--- src/rtl/cacheline_burst_adaptor.sv ---
// Line-to-burst adaptor: turns one 256-bit line read/write into a 4-beat memory burst,
// reassembling read beats into a line and pulsing line_resp on completion.
module cacheline_burst_adaptor #(
  parameter int BEAT_WIDTH = 64,
  parameter int BEATS      = 4
) (
  input  logic                        clk,
  input  logic                        rst_n,
  input  logic                        line_read,
  input  logic                        line_write,
  input  logic [31:0]                 line_address,
  input  logic [BEAT_WIDTH*BEATS-1:0] line_wdata,
  output logic [BEAT_WIDTH*BEATS-1:0] line_rdata,
  output logic                        line_resp,
  output logic                        burst_read,
  output logic                        burst_write,
  output logic [31:0]                 burst_address,
  output logic [BEAT_WIDTH-1:0]       burst_wdata,
  input  logic [BEAT_WIDTH-1:0]       burst_rdata,
  input  logic                        burst_resp
);

  localparam int LINE_WIDTH  = BEAT_WIDTH * BEATS;
  localparam int OFFSET_BITS = $clog2(LINE_WIDTH / 8);
  localparam int CNT_W       = (BEATS > 1) ? $clog2(BEATS) : 1;

  localparam logic [1:0] IDLE     = 2'd0;
  localparam logic [1:0] RD_BURST = 2'd1;
  localparam logic [1:0] WR_BURST = 2'd2;
  localparam logic [1:0] DONE     = 2'd3;

  logic [1:0]            state_reg;
  logic [CNT_W-1:0]      beat_reg;
  logic [31:0]           addr_reg;
  logic [LINE_WIDTH-1:0] wdata_reg;
  logic [LINE_WIDTH-1:0] rdata_reg;
  logic [BEAT_WIDTH-1:0] wbeat [BEATS];
  logic                  last_beat;
  logic                  unused_offset;

  // Offset bits of the requester's address are deliberately dropped.
  assign unused_offset = ^line_address[OFFSET_BITS-1:0];
  assign last_beat     = (beat_reg == CNT_W'(BEATS - 1));

  always_ff @(posedge clk) begin
    if (!rst_n) begin
      state_reg <= IDLE;
      beat_reg  <= '0;
      addr_reg  <= '0;
      wdata_reg <= '0;
    end else begin
      case (state_reg)
        IDLE: begin
          // Write wins over a simultaneous read so dirty data is flushed before the fetch.
          if (line_write || line_read) begin
            addr_reg  <= {line_address[31:OFFSET_BITS], {OFFSET_BITS{1'b0}}};
            beat_reg  <= '0;
            state_reg <= line_write ? WR_BURST : RD_BURST;
            if (line_write) wdata_reg <= line_wdata;
          end
        end
        RD_BURST, WR_BURST: begin
          if (burst_resp) begin
            if (last_beat) begin
              beat_reg  <= '0;
              state_reg <= DONE;
            end else begin
              beat_reg <= beat_reg + CNT_W'(1);
            end
          end
        end
        default: state_reg <= IDLE;
      endcase
    end
  end

  // Per-beat slices of the line: read capture and write-beat selection.
  generate
    for (genvar gi = 0; gi < BEATS; gi++) begin : g_beat
      assign wbeat[gi] = wdata_reg[gi*BEAT_WIDTH +: BEAT_WIDTH];

      always_ff @(posedge clk) begin
        if (!rst_n) begin
          rdata_reg[gi*BEAT_WIDTH +: BEAT_WIDTH] <= '0;
        end else if (state_reg == RD_BURST && burst_resp && beat_reg == CNT_W'(gi)) begin
          rdata_reg[gi*BEAT_WIDTH +: BEAT_WIDTH] <= burst_rdata;
        end
      end
    end
  endgenerate

  assign line_rdata    = rdata_reg;
  assign line_resp     = (state_reg == DONE);
  assign burst_read    = (state_reg == RD_BURST);
  assign burst_write   = (state_reg == WR_BURST);
  assign burst_address = addr_reg;
  assign burst_wdata   = (state_reg == WR_BURST) ? wbeat[beat_reg] : '0;

endmodule

--- config.mk ---
export PLATFORM = sky130hd
export DESIGN_NAME = cacheline_burst_adaptor
export DESIGN_NICKNAME = d
export VERILOG_FILES = /design/src/rtl/cacheline_burst_adaptor.sv
export SDC_FILE = /design/constraint.sdc
export NUM_CORES = 1
export LEC_CHECK = 0
export CAP_MARGIN = 20
export CORE_MARGIN = 5
export CORE_UTILIZATION = 27
export CTS_BUF_LIST = sky130_fd_sc_hd__clkbuf_2
export DETAILED_ROUTE_END_ITERATION = 8
export GPL_ROUTABILITY_DRIVEN = 0
export PLACE_DENSITY_LB_ADDON = 0.2
export SYNTH_ARGS = -nofsm -noshare
export SYNTH_HDL_FRONTEND = slang
export SYNTH_SLANG_ARGS = --single-unit
--- constraint.sdc ---
create_clock -name clk -period 2.2 [get_ports clk]
set_clock_uncertainty 0.05 [all_clocks]
set_input_delay 0.33 -clock clk [delete_from_list [all_inputs] [get_ports clk]]
set_output_delay 0.33 -clock clk [all_outputs]
set_load 0.02 [all_outputs]
======== Yosys cells after proc, flatten, opt, wreduce, memory -nomap -nowiden ========
Index checks and enable logic that the tools add are counted.
cells by class
  bitwise gates (word level) .............. 1
  reduce and logical (&&, ||, !) cells .... 14
  shift-type cells ........................ 0
  divide/modulo/power cells ............... 0
  eq/ne operators ......................... 9
  add/sub/neg operators ................... 1
  muxes and demuxes ....................... 13
  $lt $le $gt $ge ......................... 1
  multiply operators ...................... 0
operator list
  operator             count
  $mux 64              3
  $bmux 64 s2          1
  $mux 2               7
  $reduce_and 3->1     3
  $eq 2x2->1 const B   4
  $pmux 2 s2           2
  $ne 2x2->1 const B   3
  $logic_and 1x1->1    5
  $eq 2x1->1 const B   2
  $logic_not 2->1      2
  $ge 3x3->1 const B   1
  $not 2->3            1
  $add 2x1->2 const B  1
  $reduce_and 2->1     1
  $reduce_bool 2->1    1
  $reduce_or 2->1      1
  $logic_or 1x1->1     1
word-level totals
  ROM bits ................................ 0
  flip-flop bits (word level) ............. 543
  RAM bits ................................ 0
  latch bits .............................. 0
  memories ................................ 0
  logic and storage cells ................. 47
  output and inout port bits .............. 355
  bits of input ports ..................... 357

======== Logic depth before layout (Yosys ltp) ========
Gate-level depths: netlist of the first run.
  depth after elaboration ................. 5
  gate-level depth with buffers ........... 9
  depth with buffers taken out ............ 5

======== Worst setup path before layout of the first run ========
Ideal clock, no wire load.
  kind .................................... reg-to-reg
  start point ............................. register beat_reg[1]
  end point ............................... register rdata_reg[87] (netlist: line_rdata[87])
  buffers on the path ..................... 3
  clock period less this slack ............ 1.841 ns
  slack ................................... 0.359 ns
  data arrival time ....................... 1.716 ns
  cell stages (with the launch flop) ...... 9
  required time ........................... 2.074 ns
  setup time .............................. 0.076 ns
  cell sequence ........................... dfxtp_1 > buf_2 > buf_2 > inv_1 > ha_1 > nand3_1 > clkbuf_1 > nand2_1 > a21boi_0
on the way
  cells in the longest elaborated chain, start to end .. 2
RTL lines
  item                            RTL line  source
  start: declaration              33        logic [CNT_W-1:0] beat_reg;
  start signal: assignment        68        beat_reg <= beat_reg + CNT_W'(1);
  $eq 2x1->1                      85        end else if (state_reg == RD_BURST && burst_resp && beat_reg == CNT_W'(gi)) begin
  $logic_and 1x1->1               85
  end signal: indexed assignment  86        rdata_reg[gi*BEAT_WIDTH +: BEAT_WIDTH] <= burst_rdata;
  end: declaration                36        logic [LINE_WIDTH-1:0] rdata_reg;
No other way between the ends.
A chain may end at the register's enable or synchronous reset.

======== Worst setup path in the final report of the first run ========
  start point ............................. register beat_reg[0]
  end point ............................... output burst_wdata[4]
on the way
  cells in the longest elaborated chain, start to end .. 5
RTL lines
  item                                         RTL line  source
  $not 2->3 (not written as such)              97        assign burst_wdata = (state_reg == WR_BURST) ? wbeat[beat_reg] : '0;
  $bmux 64 s2                                  97
  $mux 64 (not written as such) (2 in series)  97
  $mux 64                                      97
  end: declaration                             18        output logic [BEAT_WIDTH-1:0] burst_wdata,
No other way between the ends. The select of a mux whose other input is x is not followed.

==> impl_metrics.env, run 1 <==
export IMPL_vias=23160
export IMPL_fmax_ghz=0.3137
export IMPL_hold_viol=0
export IMPL_cp_data_arrival_time_ps=2810
export IMPL_critPathLaunchType="register"
export IMPL_die_h_um=296.7
export IMPL_rows=105
export IMPL_clock_sinks=543
export IMPL_maxSlewViolCount=0
export IMPL_final_area_mm2=0.04041
export IMPL_slew_headroom=0.5033
export IMPL_violations="negative setup slack"
export IMPL_max_cap_violations=0
export IMPL_synth_seq_area_share=0.4899
export IMPL_synth_area_mux_share=0.06631
export IMPL_setup_tns_ps=-58460
export IMPL_end_kind="output pin"
export IMPL_core_area_mm2=0.08185
export IMPL_instances_no_fill=5204
export IMPL_startpoint="beat_reg[0]"
export IMPL_crit_path_end="burst_wdata[4]"
export IMPL_dieWidth_um=296.7
export IMPL_htreeDepth=4
export IMPL_cts_root_buf="clkbuf_2"
export IMPL_critPathRequiredTime_ps=1820
export IMPL_holdCritPathClass="input pin to register"
export IMPL_nNetsFinal=4391
export IMPL_drt_iter0_drc=975
export IMPL_path_class="register to output pin"
export IMPL_route_detailed_drc=0
export IMPL_fill_cells=7643
export IMPL_insertion_delay_ps=1300
export IMPL_rr_worst_depth=10
export IMPL_cts_buffers=155
export IMPL_cts_buffer_depth=3
export IMPL_ioPinCount=712
export IMPL_area_growth_pct=82.10
export IMPL_avgSynthCellArea_um2=8.739
export IMPL_port_buffers=701
export IMPL_ir_drop_uv=431.2
export IMPL_setup_viol_count_final=67
export IMPL_synthAdderAreaFrac=0.005639
export IMPL_ys_ff_latch=543
export IMPL_powerDensity_mw_per_mm2=743.7
export IMPL_r2r_setup_slack_ps=100
export IMPL_finalCriticalPeriod_ps=3188
export IMPL_path_clk_slew_ps=100
export IMPL_grt_max_degree=111
export IMPL_status="finished with violations"
export IMPL_avgRoutedWirePerCell_um=18.16
export IMPL_timing_rr_start="beat_reg[0]"
export IMPL_min_period_over_period=1.449
export IMPL_rsz0062_at_grt="true"
export IMPL_placed_cell_area_mm2=0.03098
export IMPL_detail_route_antenna_nets=0
export IMPL_first_pass_iters=7
export IMPL_fin_util=0.4937
export IMPL_wl_um=94500
export IMPL_hpwlAfterDp_um=63360
export IMPL_synth_cells=2539
export IMPL_synth_compound_gate_area_share=0.1841
export IMPL_start_util=0.2711
export IMPL_drive_gt1_frac=0.2916
export IMPL_grtUsageTotal=0.2044
export IMPL_syn_area_mm2=0.02219
export IMPL_grt_pass1_vias=23930
export IMPL_dp_cells=4219
export IMPL_grt_ovfl_total=0
export IMPL_r2r_end="line_rdata[14]"
export IMPL_worst_slack_ps=-988.1
export IMPL_via_per_inst=4.451
export IMPL_grt_pass1_wl_um=140200
export IMPL_antenna_found_initial=11
export IMPL_cts_tree="done"
export IMPL_synth_top_family_by_area="simple AND/OR/NAND/NOR gates"
export IMPL_synth_xor_area_share=0
export IMPL_ys_types=28
export IMPL_die_area_mm2=0.08801
export IMPL_synthSimpleGateAreaFrac=0.2066
export IMPL_worst_pin_slew_ps=745.0
export IMPL_yosysWarnings=0
export IMPL_p_leak_nw=15.82
export IMPL_worstPathMaxFanout=7
export IMPL_holdWs_ps=204.5
==> cell usage in the layout, fill, tap and decap left out, drive strengths merged <==
cell / synthesis / layout
or4b: 1 / 1
and3: 4 / 4
a21oi: 1 / 1
o21a: 1 / 1
nand2: 1083 / 1083
nand4: 1 / 1
nor3: 1 / 1
mux4: 64 / 64
clkdlybuf4s50: 0 / 350
nor2b: 3 / 3
and2: 65 / 65
dlygate4sd2: 0 / 6
mux2i: 3 / 3
nor3b: 1 / 1
clkinvlp: 0 / 1
nor2: 1 / 1
clkbuf: 94 / 229
buf: 109 / 546
a21boi: 540 / 540
conb: 1 / 5
ha: 10 / 10
o21ai: 3 / 3
bufinv: 0 / 1
bufbuf: 0 / 1
nand3: 5 / 5
inv: 5 / 14
diode: 0 / 9
dlygate4sd3: 0 / 621
clkinv: 0 / 21
dfxtp: 543 / 543
==> metrics by stage <==
| stage | power, mW | setup slack, ps |
|---|---|---|
| 2_1_floorplan | 16.31 | 358.9 |
| 3_3_place_gp | 20.26 | -175.9 |
| 3_5_place_dp | 20.29 | -186.0 |
| 4_1_cts | 30.17 | -1225 |
| 5_1_grt | 31.93 | -1212 |
| 6_report | 30.05 | -988.1 |
==> kinds of logic after synthesis <==
kind of cell               count (synthesis)
and+or+nand+nor                         1165
AOI/OAI and AO/OA                        545
DFF                                      543
buffers and inverters                    208
muxes                                     67
adders and majority gates                 10
other                                      1
==> power by group <==
group	switching [mW]	internal [mW]	leakage [nW]
logic	5.27	5.68	10.2
registers	0.649	10.9	4.56
clock network	4.60	2.92	1.04
==> metal layers <==
layer	vias to the layer above	global-route usage	share of wire
met1	10950	0.2416	0.41
met4	2	0.08150	0.033
li1	11340	-	-
met2	690	0.3561	0.50
met5	-	0	0.00014
met3	177	0.05211	0.060
==> final cells by class <==
| type | count | area (um2) | share of cell area |
|---|---|---|---|
| Tap cell | 1070 | 1339 | 0.03313 |
| Clock buffer | 226 | 1131 | 0.02799 |
| Inverter | 5 | 23.77 | 0.0005884 |
| Sequential cell | 543 | 11240 | 0.2781 |
| Multi-Input combinational cell | 1792 | 10480 | 0.2593 |
| Timing Repair Buffer | 1527 | 15960 | 0.3949 |
| Antenna cell | 9 | 22.52 | 0.0005574 |
| Clock inverter | 32 | 219.0 | 0.005419 |
==> how the worst min path moves through the flow <==
stage / startpoint / to / slack [ps] / depth (start not counted)
after global placement: wdata_reg[238] / wdata_reg[238] / 390 / 2
final: line_wdata[60] / wdata_reg[60] / 200 / 4
after floorplan: wdata_reg[152] / wdata_reg[152] / 380 / 2
after global routing: line_wdata[143] / wdata_reg[143] / 40 / 4
after detailed placement: wdata_reg[240] / wdata_reg[240] / 390 / 2
after CTS: line_wdata[217] / wdata_reg[217] / 0.04 / 4
==> worst max-delay path, stage by stage, from the launching register on <==
cell	delay, ps
dfxtp_4	410
buf_12	150
buf_8	140
buf_16	140
mux4_2	500
and2_4	150
buf_6	120
==> cell usage after synthesis <==
master    number  area share
nand2_1     1083        0.18
dfxtp_1      543        0.49
a21boi_0     509        0.17
clkbuf_1      94       0.016
and2_1        65       0.018
mux4_2        64       0.065
buf_2         62       0.014
a21boi_1      31       0.010
buf_4         19      0.0064
buf_6         16      0.0081
buf_1         12      0.0020
ha_1          10      0.0056
inv_1          5     0.00085
and3_1         4      0.0011
mux2i_1        3      0.0014
nand3_1        3     0.00068
nor2b_1        3     0.00085
nand3_2        2     0.00090
o21ai_0        2     0.00045
a21oi_1        1     0.00023
conb_1         1     0.00017
nand4_1        1     0.00028
nor2_1         1     0.00017
nor3_1         1     0.00023
nor3b_1        1     0.00034
o21a_1         1     0.00034
o21ai_2        1     0.00039
or4b_1         1     0.00045
==> timing repair <==
action	4_1_cts	5_1_grt
buffers inserted	36	57
hold buffers	619	3
gates cloned	6	2
gates resized for setup	2463	46
pin swaps	36	8
setup endpoints to repair	350	385
endpoints found under the hold margin	543	17
Note: power is estimated with default switching activity, not from simulation.
==> run 2, diff against run 1 <==
SKIP_LAST_GASP = 1   (was not set)
==> run 2 against run 1 <==
The run still ends with negative setup slack left. Flip-flop and latch count is the same. Via count fell by 0.19%. Final area is 0.32% lower. Fmax hardly changed. First-iteration DRC count is 1.7% lower. Sequential share of layout area up 0.089 points. Worst setup slack better by 1.4 ps. Register-to-register slack barely moved. Clock power hardly changed. Clock-buffer cell count did not move. Largest power group unchanged.
==> impl_metrics.env, run 2 (synthesis results as in run 1) <==
export IMPL_grt_max_degree=111
export IMPL_first_pass_iters=7
export IMPL_max_cap_violations=0
export IMPL_grtUsageMet1=0.2414
export IMPL_status="finished with violations"
export IMPL_switching_share=0.3504
export IMPL_final_common_cell="nand2_1"
export IMPL_dp_cells=4219
export IMPL_die_h_um=296.7
export IMPL_ir_drop_uv=434.9
export IMPL_p_switching_mw=10.49
export IMPL_startpoint="beat_reg[0]"
export IMPL_hpwlAfterDp_um=63360
export IMPL_end_kind="output pin"
export IMPL_placed_cell_area_mm2=0.03098
export IMPL_powerDensity_mw_per_mm2=743.1
export IMPL_drive_gt1_frac=0.2887
export IMPL_violations="negative setup slack"
export IMPL_cts_root_buf="clkbuf_2"
export IMPL_via_per_inst=4.445
export IMPL_finalCriticalPeriod_ps=3187
export IMPL_drt_iter0_drc=958
export IMPL_grt_ovfl_total=0
export IMPL_ioPinCount=712
export IMPL_area_growth_pct=81.52
export IMPL_r2r_end="line_rdata[14]"
export IMPL_instances_no_fill=5201
export IMPL_insertion_delay_ps=1310
export IMPL_port_buffers=701
export IMPL_p_leak_nw=15.77
export IMPL_fill_cells=7660
export IMPL_share_comb_of_total_power=0.362
export IMPL_slew_headroom=0.4985
export IMPL_p_int_mw=19.44
export IMPL_rows=105
export IMPL_path_class="register to output pin"
export IMPL_start_util=0.2711
export IMPL_min_period_over_period=1.448
export IMPL_setup_viol_count_final=67
export IMPL_rsz0062_at_grt="true"
export IMPL_cts_buffer_depth=3
export IMPL_grt_pass1_vias=23910
export IMPL_worstPathMaxFanout=6
export IMPL_fin_util=0.4921
export IMPL_cts_tree="done"
export IMPL_fmax_ghz=0.3138
export IMPL_critPathRequiredTime_ps=1820
export IMPL_avgRoutedWirePerCell_um=18.15
export IMPL_clock_sinks=543
export IMPL_holdCritPathClass="input pin to register"
export IMPL_r2r_setup_slack_ps=90
export IMPL_die_area_mm2=0.08801
export IMPL_critPathLaunchType="register"
export IMPL_use_met3=0.05189
export IMPL_setup_tns_ps=-58730
export IMPL_antenna_found_initial=12
export IMPL_grtUsageMet2=0.3555
export IMPL_detail_route_antenna_nets=0
export IMPL_vias=23120
export IMPL_rr_worst_depth=10
export IMPL_p_seq_frac=0.387
export IMPL_final_area_mm2=0.04028
export IMPL_worst_pin_slew_ps=752.3
export IMPL_cts_buffers=155
export IMPL_hold_viol=0
export IMPL_final_cell_mix="nand2_1, dlygate4sd3_1, a21boi_0, clkdlybuf4s50_1, buf_6"
export IMPL_maxSlewViolCount=0
export IMPL_total_power_mw=29.93
export IMPL_timing_rr_start="beat_reg[0]"
export IMPL_crit_path_end="burst_wdata[4]"
export IMPL_path_clk_slew_ps=90
export IMPL_core_area_mm2=0.08185
export IMPL_dieWidth_um=296.7
export IMPL_p_clk_frac=0.251
export IMPL_grtUsageTotal=0.2042
export IMPL_route_detailed_drc=0
export IMPL_grt_pass1_wl_um=140000
export IMPL_cp_data_arrival_time_ps=2810
export IMPL_htreeDepth=4
export IMPL_wl_um=94400
export IMPL_worst_slack_ps=-986.7
export IMPL_grt_busiest_layer="met2"
export IMPL_nNetsFinal=4388
-- run 2: power by group through the flow --
stage / Combinational, mW / Clock (mW) / Sequential (mW)
after global placement: 8.57 / 0 / 11.7
after detailed placement: 8.59 / 0 / 11.7
after floorplan: 4.52 / 0 / 11.8
after global routing: 11.7 / 8.42 / 11.7
after CTS: 10.6 / 7.91 / 11.6
final: 10.8 / 7.52 / 11.6
-- run 2: worst min path at each step --
stage                         start             end  slack [ps]  depth (start not counted)
CTS                 line_wdata[217]  wdata_reg[217]        0.04                          4
global placement     wdata_reg[238]  wdata_reg[238]         390                          2
finish               line_wdata[60]   wdata_reg[60]         200                          4
global route        line_wdata[143]  wdata_reg[143]          40                          4
floorplan            wdata_reg[152]  wdata_reg[152]         380                          2
detailed placement   wdata_reg[240]  wdata_reg[240]         390                          2
-- run 2: stage by stage --
stage | hold slack, ps | setup WS, ps
after detailed placement | 393.9 | -186.0
after floorplan | 381.9 | 358.9
after global routing | 36.72 | -1212
after global placement | 391.0 | -175.9
after CTS | 0.03531 | -1225
final | 201.5 | -986.7
-- run 2: cell type report --
cell class / count / area [um2] / share of cell area
diodes: 9 / 22.52 / 0.0005592
clock buffers: 226 / 1131 / 0.02808
inverters: 5 / 21.27 / 0.0005281
well taps: 1070 / 1339 / 0.03324
flip-flops and latches: 543 / 11240 / 0.2790
multi-input cells: 1792 / 10450 / 0.2596
repair buffers: 1524 / 15850 / 0.3936
clock inverters: 32 / 219.0 / 0.005436
-- run 2: routing by layer --
metal / up-vias / part of all wire
met4: 2 / 0.034
met1: 10890 / 0.41
li1: 11340 / -
met3: 187 / 0.060
met2: 705 / 0.50
met5: - / 0.00014
-- run 2: what timing repair did --
action | in CTS | in global routing
hold buffers | 619 | 3
endpoints found under the hold margin | 543 | 17
setup buffers | 36 | 55
cloned | 6 | 1
pin swaps | 27 | 6
resized for setup | 2432 | 47
setup endpoints to repair | 350 | 385
-- run 2: critical path, cell delays in order, from the launching register on --
cell	delay [ps]
dfxtp_4	410
buf_12	150
buf_8	140
buf_16	140
mux4_2	500
and2_4	150
buf_6	120
==> run 3, diff against run 2 <==
CORE_ASPECT_RATIO = 0.6   (was not set)
REMOVE_ABC_BUFFERS = 1   (was not set)
==> run 3 against run 2 <==
The run still ends with negative setup slack left. Worst setup slack lost 260 ps. Register-to-register slack improved by 30 ps. Sequential power is essentially flat. Die area increased by 0.21%. Critical path depth stayed put. Fmax is 7.6% lower. Global-route usage increased by 0.48 points. Core utilization grew 1.2 points. First-iteration DRC count rose by 39%. Clock-buffer cell count is 17 lower. Via count grew 1.2%. Clock power rose by 1%. Largest power group unchanged.
==> impl_metrics.env, run 3 (synthesis results as in run 1) <==
export IMPL_slowest_stage="mux4_2"
export IMPL_min_period_over_period=1.568
export IMPL_hpwlAfterDp_um=61660
export IMPL_dp_cells=4230
export IMPL_setup_viol_count_final=285
export IMPL_rsz0062_at_grt="true"
export IMPL_grt_max_degree=95
export IMPL_worst_path_buf_inv=4
export IMPL_final_common_cell="nand2_1"
export IMPL_violations="negative setup slack"
export IMPL_max_cap_violations=0
export IMPL_area_growth_pct=85.09
export IMPL_end_kind="output pin"
export IMPL_drive_gt1_frac=0.2816
export IMPL_fmax_ghz=0.2898
export IMPL_critPathLaunchType="register"
export IMPL_setup_tns_ps=-80750
export IMPL_r2r_setup_slack_ps=120
export IMPL_route_detailed_drc=0
export IMPL_holdCritPathClass="input pin to register"
export IMPL_grt_pass1_vias=24150
export IMPL_ioPinCount=712
export IMPL_powerDensity_mw_per_mm2=722.1
export IMPL_die_h_um=232.1
export IMPL_detail_route_antenna_nets=0
export IMPL_cts_root_buf="clkbuf_2"
export IMPL_die_area_mm2=0.08820
export IMPL_cp_data_arrival_time_ps=3070
export IMPL_maxSlewViolCount=0
export IMPL_grt_pass1_wl_um=144100
export IMPL_antenna_found_initial=11
export IMPL_cts_buffer_depth=3
export IMPL_hold_viol=0
export IMPL_path_clk_slew_ps=100
export IMPL_status="finished with violations"
export IMPL_total_power_mw=29.66
export IMPL_nNetsFinal=4453
export IMPL_cts_buffers=142
export IMPL_via_per_inst=4.432
export IMPL_htreeDepth=4
export IMPL_critPathRequiredTime_ps=1820
export IMPL_path_class="register to output pin"
export IMPL_vias=23400
export IMPL_final_cell_mix="nand2_1, dlygate4sd3_1, a21boi_0, clkdlybuf4s50_1, buf_6"
export IMPL_instances_no_fill=5281
export IMPL_crit_top_cell="buf_6"
export IMPL_finalCriticalPeriod_ps=3450
export IMPL_avgRoutedWirePerCell_um=18.40
export IMPL_path_cells="buf_12, clkbuf_16, buf_6, mux4_2, and2_4, buf_6"
export IMPL_cpPeakStageDelay_ps=480
export IMPL_start_util=0.2723
export IMPL_rr_worst_depth=9
export IMPL_cp_top_family="buffers and inverters"
export IMPL_slew_headroom=0.3398
export IMPL_hold_path_depth=4
export IMPL_dieWidth_um=380.1
export IMPL_worstPathMaxFanout=6
export IMPL_wl_um=97150
export IMPL_cts_tree="done"
export IMPL_worst_slack_ps=-1250
export IMPL_drt_iter0_drc=1333
export IMPL_port_buffers=701
export IMPL_worst_path_stages=6
export IMPL_first_pass_iters=5
export IMPL_rows=81
export IMPL_core_area_mm2=0.08148
export IMPL_clock_sinks=543
export IMPL_p_leak_nw=16.09
export IMPL_ir_drop_uv=581.7
export IMPL_grtUsageTotal=0.2090
export IMPL_worst_pin_slew_ps=990.3
export IMPL_grt_ovfl_total=0
export IMPL_insertion_delay_ps=1400
[run 3: cell count changes in the layout (fill, tap and decap cells not counted), sizes merged, moves of 3 or more]
cell         delta
clkinvlp        +3
clkbuf         -10
dlygate4sd2     -6
dlygate4sd3    +80
diode          +10
inv             -9
bufinv          +4
[run 3: worst reg2reg max path, delay by kind of cell, from the launching register on]
family | cells | cell delay, ps
buffers and inverters | 5 | 750
flip-flops | 1 | 410
AND/OR/NAND/NOR | 2 | 390
adder cells (fa/ha/maj) | 1 | 200
AO/OA/AOI/OAI | 1 | 140
[run 3: per-stage QoR]
| step | utilization | hold WS [ps] | area [um2] | setup WS, ps |
|---|---|---|---|---|
| final | 0.5040 | 302.6 | 41070 | -1250 |
| after detailed placement | 0.3788 | 394.9 | 30870 | -198.5 |
| after CTS | 0.4927 | 74.04 | 40140 | -1535 |
| after global placement | 0.3788 | 393.0 | 30870 | -194.5 |
| after floorplan | - | 381.9 | 21170 | -3153 |
| after global routing | 0.5039 | 133.9 | 41060 | -1554 |
[run 3: power breakdown]
group / leakage, nW / switching, mW / total (mW) / internal, mW
clock: 0.980 / 4.51 / 7.60 / 3.09
combinational: 10.5 / 5.24 / 10.5 / 5.23
sequential: 4.56 / 0.654 / 11.6 / 10.9
total: 16.1 / 10.4 / 29.7 / 19.3
[run 3: final cells by class]
| type | instances | area (um2) |
|---|---|---|
| Fill cell | 7537 | 40410 |
| Timing Repair Buffer | 1602 | 16610 |
| Sequential cell | 543 | 11240 |
| Multi-Input combinational cell | 1792 | 10480 |
| Tap cell | 1079 | 1350 |
| Clock buffer | 209 | 1046 |
| Clock inverter | 32 | 269.0 |
| Antenna cell | 19 | 47.55 |
| Inverter | 5 | 23.77 |
[run 3: path summary, 6_finish.rpt]
check | to | from
hold reg to reg | wdata_reg[251] | wdata_reg[251]
hold / removal | line_rdata[67] | burst_rdata[3]
setup reg to reg | line_rdata[169] | beat_reg[0]
setup / recovery | burst_wdata[1] | beat_reg[0]
[run 3: routing by layer]
layer	vias up	global-route usage	wire, um
li1	11480	-	-
met2	617	0.3429	45650
met1	11140	0.2599	43140
met5	-	0	0
met3	172	0.05634	5398
met4	0	0.09107	2957
[run 3: what timing repair did]
item / 4_1_cts / 5_1_grt
gates resized for setup: 2364 / 197
gates cloned: 2 / 8
setup buffers: 32 / 50
hold endpoints to repair: 543 / 0
hold buffers: 702 / 0
endpoints found under the setup margin: 350 / 456
pin swaps: 2 / 27
